--- src/rtl/up_down_count_monitor.sv ---
// Up/down counter integrity monitor: filters the sampled count for stability,
// classifies accepted changes as +1 / -1 / illegal, and tracks count direction.
module up_down_count_monitor #(
  parameter int unsigned WIDTH      = 4,
  parameter int unsigned STABLE_CYC = 2,
  parameter int unsigned HOLD_CYC   = 8,
  parameter int unsigned ERR_W      = 8
) (
  input  logic             clk,
  input  logic             rst,
  input  logic             en,
  input  logic [WIDTH-1:0] cnt_in,
  output logic [WIDTH-1:0] last_val,
  output logic             dir_valid,
  output logic             dir,
  output logic             step_up,
  output logic             step_dn,
  output logic             dir_chg,
  output logic             step_err,
  output logic             hold,
  output logic [ERR_W-1:0] err_count
);

  localparam int unsigned SW = $clog2(STABLE_CYC + 1);
  localparam int unsigned IW = $clog2(HOLD_CYC + 1);
  localparam logic [SW-1:0] STAB_MAX = SW'(STABLE_CYC);
  localparam logic [SW-1:0] STAB_PRE = SW'(STABLE_CYC - 1);
  localparam logic [IW-1:0] IDLE_MAX = IW'(HOLD_CYC);

  typedef enum logic [1:0] {NOREF, IDLE, UP, DOWN} state_t;

  state_t           state, nxt_state;
  logic [WIDTH-1:0] s1, cand, diff;
  logic [SW-1:0]    stab;
  logic [IW-1:0]    idle;
  logic             accept_raw, valid_acc, is_up, is_dn;
  logic             nxt_up, nxt_dn, nxt_chg, nxt_err;

  always_ff @(posedge clk) begin
    if (rst) begin
      s1   <= '0;
      cand <= '0;
      stab <= '0;
    end else begin
      s1 <= cnt_in;
      if (s1 != cand) begin
        cand <= s1;
        stab <= SW'(1);
      end else if (stab != STAB_MAX) begin
        stab <= stab + SW'(1);
      end
      if (!en) stab <= '0;
    end
  end

  // The accepted value always equals s1: either s1 == cand, or cand is loaded from s1.
  assign accept_raw = (s1 != cand) ? (STABLE_CYC == 1) : (stab == STAB_PRE);
  assign valid_acc  = en && accept_raw && ((state == NOREF) || (s1 != last_val));
  assign diff       = s1 - last_val;
  assign is_up      = (diff == WIDTH'(1));
  assign is_dn      = (diff == '1);

  always_ff @(posedge clk) begin
    if (rst) state <= NOREF;
    else     state <= nxt_state;
  end

  always_comb begin
    nxt_state = state;
    nxt_up    = 1'b0;
    nxt_dn    = 1'b0;
    nxt_chg   = 1'b0;
    nxt_err   = 1'b0;
    if (!en) begin
      nxt_state = NOREF;
    end else if (valid_acc) begin
      case (state)
        NOREF: nxt_state = IDLE;
        IDLE: begin
          if (is_up) begin
            nxt_state = UP;
            nxt_up    = 1'b1;
          end else if (is_dn) begin
            nxt_state = DOWN;
            nxt_dn    = 1'b1;
          end else begin
            nxt_err = 1'b1;
          end
        end
        UP: begin
          if (is_up) begin
            nxt_up = 1'b1;
          end else if (is_dn) begin
            nxt_state = DOWN;
            nxt_dn    = 1'b1;
            nxt_chg   = 1'b1;
          end else begin
            nxt_state = IDLE;
            nxt_err   = 1'b1;
          end
        end
        DOWN: begin
          if (is_dn) begin
            nxt_dn = 1'b1;
          end else if (is_up) begin
            nxt_state = UP;
            nxt_up    = 1'b1;
            nxt_chg   = 1'b1;
          end else begin
            nxt_state = IDLE;
            nxt_err   = 1'b1;
          end
        end
        default: nxt_state = NOREF;
      endcase
    end
  end

  always_ff @(posedge clk) begin
    if (rst) begin
      last_val  <= '0;
      step_up   <= 1'b0;
      step_dn   <= 1'b0;
      dir_chg   <= 1'b0;
      step_err  <= 1'b0;
      idle      <= '0;
      err_count <= '0;
    end else begin
      step_up  <= nxt_up;
      step_dn  <= nxt_dn;
      dir_chg  <= nxt_chg;
      step_err <= nxt_err;
      if (valid_acc) last_val <= s1;
      if (!en || valid_acc) idle <= '0;
      else if (idle != IDLE_MAX) idle <= idle + IW'(1);
      if (nxt_err && (err_count != '1)) err_count <= err_count + ERR_W'(1);
    end
  end

  assign dir_valid = (state == UP) || (state == DOWN);
  assign dir       = (state == DOWN);
  assign hold      = dir_valid && (idle == IDLE_MAX);

endmodule

--- config.mk ---
export PLATFORM = sky130hd
export DESIGN_NAME = up_down_count_monitor
export DESIGN_NICKNAME = d
export VERILOG_FILES = /design/src/rtl/up_down_count_monitor.sv
export SDC_FILE = /design/constraint.sdc
export NUM_CORES = 1
export LEC_CHECK = 0
export CORE_ASPECT_RATIO = 0.6
export CORE_MARGIN = 2
export CORE_UTILIZATION = 45
export CTS_BUF_LIST = sky130_fd_sc_hd__clkbuf_4
export CTS_CLUSTER_SIZE = 20
export DETAILED_ROUTE_END_ITERATION = 10
export PLACE_DENSITY = 0.69
export SETUP_SLACK_MARGIN = 0.02
export SLEW_MARGIN = 30
export SYNTH_ARGS = -nofsm -noshare
export SYNTH_HDL_FRONTEND = slang
export SYNTH_SLANG_ARGS = --single-unit
--- constraint.sdc ---
create_clock -name clk -period 3.9 [get_ports clk]
set_input_delay 0.78 -clock clk [delete_from_list [all_inputs] [get_ports clk]]
set_output_delay 0.78 -clock clk [all_outputs]
set_load 0.02 [all_outputs]
## Word-level counts from Yosys, hierarchy flattened

Index checks and enable logic that the tools add are counted.
W data, S select, Z words.

| storage, ports and cells | value |
|---|---|
| register bits | 32 |
| input bits | 7 |
| output and inout bits | 19 |
| word-level logic and storage cells | 73 |

| operators by class | value |
|---|---|
| add/subtract/negate cells | 4 |
| eq/ne operators | 15 |
| mux-type cells | 24 |
| bitwise operators | 2 |
| reductions and logical operators | 16 |

Operators by type and width:

| kind | number |
|---|---|
| $mux W1 | 13 |
| $mux W2 | 6 |
| $add A8 B1 Y8 const B | 1 |
| $eq A4 B4 Y1 const B | 2 |
| $ne A4 B4 Y1 | 2 |
| $ne A8 B8 Y1 const B | 1 |
| $pmux W1 S2 | 4 |
| $pmux W2 S4 | 1 |
| $ne A2 B2 Y1 const B | 3 |
| $reduce_or A2 Y1 | 3 |
| $reduce_or A3 Y1 | 2 |
| $add A4 B1 Y4 const B | 1 |
| $eq A2 B1 Y1 const B | 2 |
| $eq A2 B2 Y1 const B | 2 |
| $eq A4 B1 Y1 const B | 1 |
| $logic_and A1 B1 Y1 | 4 |
| $ne A4 B4 Y1 const B | 1 |
| $reduce_and A4 Y1 | 1 |
| $sub A4 B4 Y4 | 1 |
| $logic_or A1 B1 Y1 | 3 |
| $ne A3 B3 Y1 const B | 1 |
| $add A2 B1 Y2 const B | 1 |
| $logic_not A2 Y1 | 1 |
| $not A1 Y1 | 2 |
| other kinds (2) | 2 |

## Logic depth before layout (Yosys ltp)

Gate-level depths: netlist of the first run.

| depth | value |
|---|---|
| word-level depth | 8 |
| mapped depth | 11 |
| gate-level depth less buffers | 10 |

## Worst setup path before layout of the first run

OpenSTA, ideal clock, no wires.

| path | value |
|---|---|
| path type | reg-to-reg |
| from | register last_val[0] |
| to | register state[0] |
| library setup time | 87 ps |
| arrival time | 2239 ps |
| data required time | 3813 ps |
| setup slack | 1574 ps |
| cell stages (with the launch flop) | 10 |
| path buffers | 0 |
| clock period less this slack | 2326 ps |
| path through | dfxtp_1 -> ha_1 -> inv_1 -> fa_1 -> xnor2_1 -> nor3b_1 -> nand3_2 -> and2_1 -> a221o_1 -> o31ai_1 |

| on the way | value |
|---|---|
| longest elaborated chain between the ends | 5 |
| elaborated cells between the ends (all ways) | 14 |
| classes of those cells | add/sub: 1; eq/ne: 6; mux: 4; reduce/logical: 3 |

RTL lines:

| element | RTL line | RTL |
|---|---|---|
| start: declaration | 13 | `output logic [WIDTH-1:0] last_val,` |
| start signal: assignment | 121 | `last_val <= '0;` |
| start signal: assignment | 133 | `if (valid_acc) last_val <= s1;` |
| $sub A4 B4 Y4 | 59 | `assign diff = s1 - last_val;` |
| $eq A4 B1 Y1 | 60 | `assign is_up = (diff == WIDTH'(1));` |
| $mux W2 | 105 | `end else if (is_up) begin` |
| $mux W2 | 103 | `if (is_dn) begin` |
| $pmux W2 S4 | 77 | `case (state)` |
| end signal: assignment | 65 | `else state <= nxt_state;` |
| end: declaration | 32 | `state_t state, nxt_state;` |

Parallel ways exist; a longest one is shown, timed or not. The select of a mux whose other input is x is not followed.
A chain may end at the register's enable or synchronous reset.

## Final worst setup path of the first run

| path | value |
|---|---|
| from | register state[0] |
| to | output hold |

| on the way | value |
|---|---|
| longest elaborated chain between the ends | 3 |
| elaborated cells between the ends (all ways) | 4 |
| classes of those cells | eq/ne: 2; reduce/logical: 2 |

RTL lines:

| element | RTL line | RTL |
|---|---|---|
| $eq A2 B2 Y1 | 140 | `assign dir_valid = (state == UP) \|\| (state == DOWN);` |
| $logic_or A1 B1 Y1 * | 140 |  |
| $logic_and A1 B1 Y1 * | 142 | `assign hold = dir_valid && (idle == IDLE_MAX);` |
| end: declaration | 20 | `output logic hold,` |

Mark *: on every way between the ends. The rest lies on a longest branch, timed or not.

==> results of run 1 <==
## metal layers
metal / vias to the layer above / track usage, %
li1: 653 / -
met1: 632 / 24.1
met2: 28 / 27.7
met3: 7 / 6.04
met4: 0 / 5.37
met5: - / 0
## state kept, by name, summed over array words and instances, names as in the netlist
| register | cells |
|---|---|
| cand | 4 |
| dir_chg | 1 |
| err_count | 8 |
| idle | 4 |
| last_val | 4 |
| s1 | 4 |
| stab | 2 |
| state | 2 |
| step_dn | 1 |
| step_err | 1 |
| step_up | 1 |
## worst reg2reg max path: stages, from the launching register on
cell,delay [ps]
dfxtp_1,330
inv_1,110
ha_1,170
inv_1,60
fa_1,380
xnor2_1,150
nor3b_1,290
nand3_2,220
and2_1,230
a221o_1,320
o31ai_1,220
## area by class of cell
class                      count  area (µm²)
fill                         299        1380
multi-input combinational    122         887
sequential                    32         641
timing repair buffer          26         258
tap                           45        56.3
inverter                      12        45.0
clock buffer                   5        37.5
clock inverter                 3        18.8
## per-stage QoR
stage	total power, µW	utilization [%]	cell area, µm²
final	576	58.5	1940
after global routing	609	58.5	1940
after CTS	583	58.5	1940
after detailed placement	395	56.8	1890
after global placement	392	56.8	1890
after floorplan	378	-	1600
## how the worst max path moves through the flow
stage	startpoint	endpoint	slack, ps	cells past startpoint
6_report	state[0]	hold	1020	5
5_1_grt	state[0]	hold	940	5
4_1_cts	state[0]	hold	1020	5
3_5_place_dp	en	state[0]	1200	6
3_3_place_gp	en	state[0]	1300	6
2_1_floorplan	last_val[0]	state[0]	1570	9
## synth_stat cells
cell / n / area, µm²
o41ai_1: 1 / 8.76
dfxtp_1: 32 / 641
nor3b_1: 1 / 7.51
nand3_2: 2 / 20.0
nor2b_1: 10 / 62.6
nand3_1: 5 / 25.0
o21bai_1: 3 / 22.5
nand2_1: 5 / 18.8
nor4b_1: 1 / 8.76
and2_1: 1 / 6.26
nor2_1: 16 / 60.1
a211o_1: 1 / 8.76
o32ai_1: 1 / 8.76
o21ai_0: 2 / 10.0
buf_6: 1 / 11.3
o31ai_1: 4 / 30.0
or4_1: 3 / 22.5
a21oi_1: 12 / 60.1
xnor2_1: 8 / 70.1
fa_1: 1 / 20.0
nor3_2: 1 / 10.0
nor3_1: 2 / 10.0
nand4b_1: 1 / 8.76
or2_2: 2 / 12.5
a21o_1: 1 / 7.51
mux2i_1: 4 / 40.0
nand3b_1: 2 / 15.0
xor2_1: 2 / 17.5
o311ai_1: 1 / 8.76
o211ai_2: 1 / 12.5
inv_1: 12 / 45.0
nand2b_1: 2 / 12.5
a22oi_1: 1 / 7.51
ha_1: 13 / 163
a21o_2: 1 / 8.76
xor2_2: 1 / 16.3
clkbuf_1: 3 / 11.3
nand4_1: 4 / 25.0
or2_1: 1 / 6.26
nor4_1: 2 / 12.5
or3_1: 2 / 12.5
a221o_1: 1 / 10.0
## where the power goes
group | switching [µW] | leakage, µW | internal, µW
clock | 120 | 0.0000349 | 69.1
sequential | 5.97 | 0.000260 | 333
combinational | 25.6 | 0.000422 | 22.8
total | 152 | 0.000717 | 425
## cell usage in the layout (no fill, tap or decap), types with 2 or more instances in the layout
cell,n
a21oi_1,12
clkbuf_4,5
clkdlybuf4s50_1,25
clkinv_2,2
dfxtp_1,32
ha_1,13
inv_1,12
mux2i_1,4
nand2_1,5
nand2b_1,2
nand3_1,5
nand3_2,2
nand3b_1,2
nand4_1,4
nor2_1,16
nor2b_1,10
nor3_1,2
nor4_1,2
o21ai_0,2
o21bai_1,3
o31ai_1,4
or2_2,2
or3_1,2
or4_1,3
xnor2_1,8
xor2_1,2
## cells by family (layout without fill, tap and decap cells)
| logic type | after synthesis | after routing |
|---|---|---|
| flops | 32 | 32 |
| simple gates | 63 | 63 |
| compound gates | 30 | 30 |
| fa+ha+maj | 14 | 14 |
| mux | 4 | 4 |
| xor+xnor | 11 | 11 |
| buf+inv | 16 | 46 |
==> reports/metrics.cfg, run 1 <==
[timing]
tightestPinTransition_ps = 492
drv_slew = 0
setup_viol = 0
clock-skew-final_ps = 10.9
hold_viol = 0
fin_ws_ps = 1020
fin_crit_ps = 2880
hold_slack_ps = 509
post-route-period-util_pct = 73.7
final.setup.tns_ps = 0
rsz0062_at_grt = no
fmax_mhz = 348
relSlewSlack_pct = 67.2

[global_routing]
grt_pass1_wl_um = 5560
grt_overflow_total = 0
grt_max_degree = 21
antenna_found_initial = 0
first_global_vias = 1204
grt_use_total_pct = 18.1

[routing]
drt-met1-wl_um = 1580
drt-total-wl_um = 3310
drc = 0
route.top_layer_used = met4
firstDrtPassIters = 6
post_drt_via_cell_ratio = 5.39
ant_nets = 0
met3WireLength_um = 188
wire_per_inst_um = 13.5
met2RoutedLength_um = 1500
drt_iter0_markers = 56
num_vias = 1320

[clock_network]
htreeDepth = 2
postCtsHoldBufs = 0
clkSinkCount = 32
clkTransAtPathRegs_ps = 90
cts_tree = built
clk_latency_ps = 340
ctsResizeCount = 0
cts_buffer_depth = 2
cts-root-buf = clkbuf_4
postCtsSetupBuffers = 0
cts_made_buffers = 5

[critical_path]
end_kind = output pin
arrival_ps = 2100
r2r-start = s1[0]
critPathMaxFanout = 5
r2r-end = state[0]
cp_top_family = buffers and inverters
cp.required_ps = 3120
path_class = reg2out
cp_num_buf_inv = 2
critPathMaxStageDelay_ps = 530
startpoint_type = flop
cp_cell_sequence = inv_1 -> ha_1 -> or2_2 -> nor2b_1 -> clkdlybuf4s50_1
crit_slowest_cell = clkdlybuf4s50_1
r2r_setup_slack_ps = 1340
reg2reg_depth = 10

[floorplanning]
die_h_um = 50.1
core_um2 = 3320
start_util_pct = 48.0
die_area_um2 = 4050
die_w_um = 80.9
io_pins = 26
fp-row-count = 16

[placed_design]
dp_slack_ps = 1200
dp_cells = 237
dpl.hpwl_um = 2490
gp_congestion = 0.807
io_buffers = 25

[layout]
antenna_cells = 0
area_delta_synth_final_pct = 21.8
layout-drive-gt1-share_pct = 8.50
fin_cells = 245
final_nets = 220

[worst_hold_path]
hold_depth = 2
min-delay-path-class = reg2reg
min_to = idle[2]
hp-start = idle[2]

[pwr]
p_leak_uw = 0.000717
ir_drop_mv = 0.190
power_density_nw_per_um2 = 297

[yosys]
synthesis.area_um2 = 1600
synthXorXnorAreaFrac_pct = 6.51
ys_ff_latch = 32
synth_top_family_by_area = simple AND/OR/NAND/NOR gates
synth_cells = 170
yosys_warnings = 0
synth_mux_area_share_pct = 2.51
syn_area_per_cell_um2 = 9.38
yosysUniqueCellTypes = 42
seq_area_frac_synth_pct = 40.2
synth_compound_area_share_pct = 12.8
syn-num-nets = 191
synthAdderAreaFrac_pct = 11.5
synthSimpleGateAreaFrac_pct = 22.4

[outcome]
status = completed

[run]
drv_cap = 0

No activity file was read; power rests on OpenSTA's default activity.
==> inputs of run 2 (changes only) <==
==> constraint.sdc (replaced) <==
create_clock -name clk -period 2.65 [get_ports clk]
set_input_delay 0.53 -clock clk [delete_from_list [all_inputs] [get_ports clk]]
set_output_delay 0.53 -clock clk [all_outputs]
set_load 0.02 [all_outputs]
==> run 2 against run 1 <==
Sequential share of layout area is 0.58 points lower. Highest routed layer unchanged. Combinational power rose by 50%. Power up 48%. Setup slack worse by 870 ps. First-iteration DRC count rose by 23%. Via count increased by 0.53%. Largest cell class unchanged. Hold slack lost 2.7 ps. Clock-buffer cell count stayed put. Die area unchanged.
==> reports/metrics.cfg, run 2 (synthesized netlist as in run 1, its figures left out) <==
[critical_path]
cp-startpoint = state[0]
cp_cell_sequence = inv_1 -> ha_1 -> or2_2 -> clkdlybuf4s50_1
r2r-end = state[0]
r2r_setup_slack_ps = 250
end_kind = output pin
arrival_ps = 1960
critPathMaxFanout = 5
critPathMaxStageDelay_ps = 550
path_class = reg2out
reg2reg_depth = 10
cp_top_family = buffers and inverters
cp.required_ps = 2120
r2r-start = s1[0]
startpoint_type = flop
crit_slowest_cell = clkdlybuf4s50_1
cp_num_buf_inv = 2

[timing]
fmax_mhz = 401
fin_crit_ps = 2490
rsz0062_at_grt = no
tightestPinTransition_ps = 342
final.setup.tns_ps = 0
relSlewSlack_pct = 76.9
hold_slack_ps = 506
setup_viol = 0
post-route-period-util_pct = 94.0
hold_viol = 0
clock-skew-final_ps = 8.26
drv_slew = 0

[routing]
firstDrtPassIters = 4
ant_nets = 0
drc = 0
post_drt_via_cell_ratio = 5.35
drt_iter0_markers = 69
wire_per_inst_um = 13.3
drt-total-wl_um = 3290
num_vias = 1327

[layout]
antenna_cells = 0
layout_common_cells = dfxtp_1, clkdlybuf4s50_1, nor2_1
fillers = 320
largest_reg_flops = 8
area_delta_synth_final_pct = 24.2
layout_commonest_cell = dfxtp_1
layout-drive-gt1-share_pct = 10.8
finalInstanceArea_um2 = 1980
largest_register = err_count
final_nets = 223

[global_routing]
grt_use_total_pct = 18.4
grt_pass1_wl_um = 5590
grt_max_degree = 21
first_global_vias = 1281
antenna_found_initial = 0
grt_overflow_total = 0

[clock_network]
clkSinkCount = 32
cts_made_buffers = 5
clk_latency_ps = 350
cts_tree = built
clkTransAtPathRegs_ps = 110
cts_buffer_depth = 2
htreeDepth = 2
cts-root-buf = clkbuf_4
postCtsHoldBufs = 0

[floorplanning]
die_area_um2 = 4050
start_util_pct = 48.0
io_pins = 26
die_w_um = 80.9
die_h_um = 50.1
fp-row-count = 16
core_um2 = 3320

[worst_hold_path]
min_to = cand[0]
min-delay-path-class = reg2reg
hp-start = s1[0]
hold_depth = 2

[pwr]
ir_drop_mv = 0.250
p_leak_uw = 0.000751
power_density_nw_per_um2 = 429
power.total_uw = 850

[placed_design]
dpl.hpwl_um = 2460
place_area_um2 = 1890
io_buffers = 25
gp_congestion = 0.805

[outcome]
status = completed

[run]
drv_cap = 0

run 2: worst register-to-register path: cells and delay by family (launching register included):
kind	cells	cell delay (ps)
xor gates and xnor gates	1	220
AOI/OAI and AO/OA	3	800
DFF	1	330
adders and majority gates	2	540
and+or+nand+nor	2	270
buffers and inverters	2	150
run 2: layout make-up:
cell class | count | area, µm² | area share [%]
clock buffer | 5 | 37.5 | 1.89
clock inverter | 3 | 18.8 | 0.947
inverter | 12 | 45.0 | 2.27
multi-input combinational | 122 | 900 | 45.4
sequential | 32 | 642 | 32.4
tap | 45 | 56.3 | 2.84
timing repair buffer | 29 | 283 | 14.3
run 2: what timing repair did:
action / in CTS / in global routing
pin swaps: 0 / 1
endpoints found under the hold margin: 0 / 0
endpoints found under the setup margin: 1 / 5
gates resized for setup: 1 / 3
setup buffers: 0 / 2
run 2: worst max-delay path by stage:
stage / endpoint / depth (start not counted)
finish: dir_valid / 4
CTS: hold / 5
detailed placement: state[0] / 10
global route: err_count[5] / 10
global placement: err_count[5] / 6
floorplan: state[0] / 9
run 2: power breakdown:
group          internal (µW)  total [µW]  switching (µW)
combinational           34.2        72.4            38.1
clock                    102         279             178
sequential               490         498            8.61
total                    626         850             225
run 2: stage by stage:
| step | util, % | worst slack, ps | cells |
|---|---|---|---|
| after floorplan | - | 324 | 170 |
| after global placement | 57.0 | 327 | 238 |
| after detailed placement | 57.0 | 188 | 238 |
| after CTS | 58.7 | 59.6 | 246 |
| after global routing | 59.6 | 47.7 | 248 |
| final | 59.6 | 158 | 248 |
run 2: layer usage:
layer | track usage (%) | share of wire (%) | vias to the layer above
met4 | 3.67 | 0.88 | 0
met3 | 8.79 | 5.7 | 4
met5 | 0 | 0 | -
met1 | 22.3 | 47 | 626
met2 | 29.9 | 46 | 35
li1 | - | - | 662
==> inputs of run 3 (changes only) <==
--- a/config.mk
+++ b/config.mk
@@ -5,13 +5,14 @@
 export SDC_FILE = /design/constraint.sdc
 export NUM_CORES = 1
 export LEC_CHECK = 0
+export CAP_MARGIN = 20
 export CORE_ASPECT_RATIO = 0.6
 export CORE_MARGIN = 2
-export CORE_UTILIZATION = 45
+export CORE_UTILIZATION = 40
 export CTS_BUF_LIST = sky130_fd_sc_hd__clkbuf_4
 export CTS_CLUSTER_SIZE = 20
 export DETAILED_ROUTE_END_ITERATION = 10
-export PLACE_DENSITY = 0.69
+export MAX_ROUTING_LAYER = met4
 export SETUP_SLACK_MARGIN = 0.02
 export SLEW_MARGIN = 30
 export SYNTH_ARGS = -nofsm -noshare
==> run 3 against run 2 <==
Critical path depth is the same. Sequential power is essentially flat. Via count shrank 3.5%. Critical path type unchanged. Largest cell class unchanged. Largest power group unchanged.
==> reports/metrics.cfg, run 3 (synthesized netlist as in run 1, its figures left out) <==
[outcome]
status = completed

[routing]
post_drt_via_cell_ratio = 5.17
ant_nets = 0
drt-total-wl_um = 3270
drc = 0
num_vias = 1281
wire_per_inst_um = 13.2
drt_iter0_markers = 38
firstDrtPassIters = 4

[layout]
final_nets = 221
layout-drive-gt1-share_pct = 9.45
largest_register = err_count
largest_reg_flops = 8
layout_common_cells = dfxtp_1, clkdlybuf4s50_1, nor2_1
antenna_cells = 0
area_delta_synth_final_pct = 23.1
utilization_pct = 52.5
layout_commonest_cell = dfxtp_1

[worst_hold_path]
min-delay-path-class = reg2reg
min_to = cand[0]
hp-start = s1[0]
hold_depth = 2

[clock_network]
cts_buffer_depth = 2
htreeDepth = 2
clkTransAtPathRegs_ps = 100
cts_tree = built
cts_made_buffers = 5
clk_latency_ps = 340
clkSinkCount = 32
cts-root-buf = clkbuf_4
postCtsHoldBufs = 0

[timing]
drv_slew = 0
clock-skew-final_ps = 10.6
fin_crit_ps = 2460
rsz0062_at_grt = yes
hold_viol = 0
hold_slack_ps = 512
tightestPinTransition_ps = 424
relSlewSlack_pct = 71.4
post-route-period-util_pct = 92.8
fmax_mhz = 407
setup_viol = 0

[critical_path]
reg2reg_depth = 10
r2r-end = state[0]
cp_cell_sequence = inv_1 -> ha_1 -> or2_2 -> clkdlybuf4s50_1
startpoint_type = flop
cp_num_buf_inv = 2
r2r-start = s1[0]
path_class = reg2out
arrival_ps = 1930
critPathMaxFanout = 5
cp.required_ps = 2120
crit_slowest_cell = clkdlybuf4s50_1
end_kind = output pin
critPathMaxStageDelay_ps = 540
cp_top_family = buffers and inverters
r2r_setup_slack_ps = 200

[run]
drv_cap = 0

[floorplanning]
die_w_um = 85.5
io_pins = 26
start_util_pct = 42.6
fp-row-count = 17
die_area_um2 = 4530
core_um2 = 3740
die_h_um = 52.9

[global_routing]
grt_overflow_total = 0
grt_use_total_pct = 16.4
first_global_vias = 1176
grt_pass1_wl_um = 5420
antenna_found_initial = 0
grt_max_degree = 25

[placed_design]
io_buffers = 25
dpl.hpwl_um = 2450
gp_congestion = 0.883

[pwr]
p_leak_uw = 0.000740
ir_drop_mv = 0.320
power_density_nw_per_um2 = 427

-- run 3: how the worst max path moves through the flow --
stage	start	end	slack [ps]	cells after the start
3_3_place_gp	en	err_count[7]	310	6
5_1_grt	s1[0]	state[0]	-0.5	10
3_5_place_dp	s1[0]	state[0]	260	10
6_report	state[0]	dir_valid	190	4
2_1_floorplan	last_val[0]	state[0]	320	9
4_1_cts	state[0]	hold	70	5
-- run 3: power by group --
group	internal (µW)	switching, µW
combinational	34.1	38.6
clock	97.2	170
sequential	490	8.74
-- run 3: tightest hold or removal path, cell delays in order, from the launching register on --
cell	delay, ps
dfxtp_1	330
inv_1	90
nor2_1	50
-- run 3: area by class of cell --
class                   instances  area [µm²]
well taps                      47        58.8
fillers                       352        1780
clock inverters                 3        13.8
clock buffers                   5        37.5
inverters                      12        45.0
multi-input cells             122         900
flip-flops and latches         32         642
repair buffers                 27         268
-- run 3: through the flow --
stage                     TNS [ps]  setup slack (ps)  total power [µW]  instance area [µm²]  cells
after floorplan                  0               324               556                 1600    170
after global placement           0               313               579                 1900    240
after detailed placement         0               260               581                 1900    240
after CTS                        0              66.2               843                 1950    248
after global routing        -0.466            -0.466               883                 1960    248
final                            0               190               839                 1960    248
-- run 3: repair_timing --
| item | in CTS | in global routing |
|---|---|---|
| buffers inserted | 0 | 0 |
| setup endpoints to repair | 1 | 4 |
| resized for setup | 1 | 3 |
| gates cloned | 0 | 0 |
-- run 3: metal layers --
layer,GRT usage (%),share of wire (%),up-vias
met2,23.2,42,34
li1,-,-,653
met1,21.9,51,586
met5,-,0,-
met4,6.61,1.6,0
met3,4.84,5.2,8
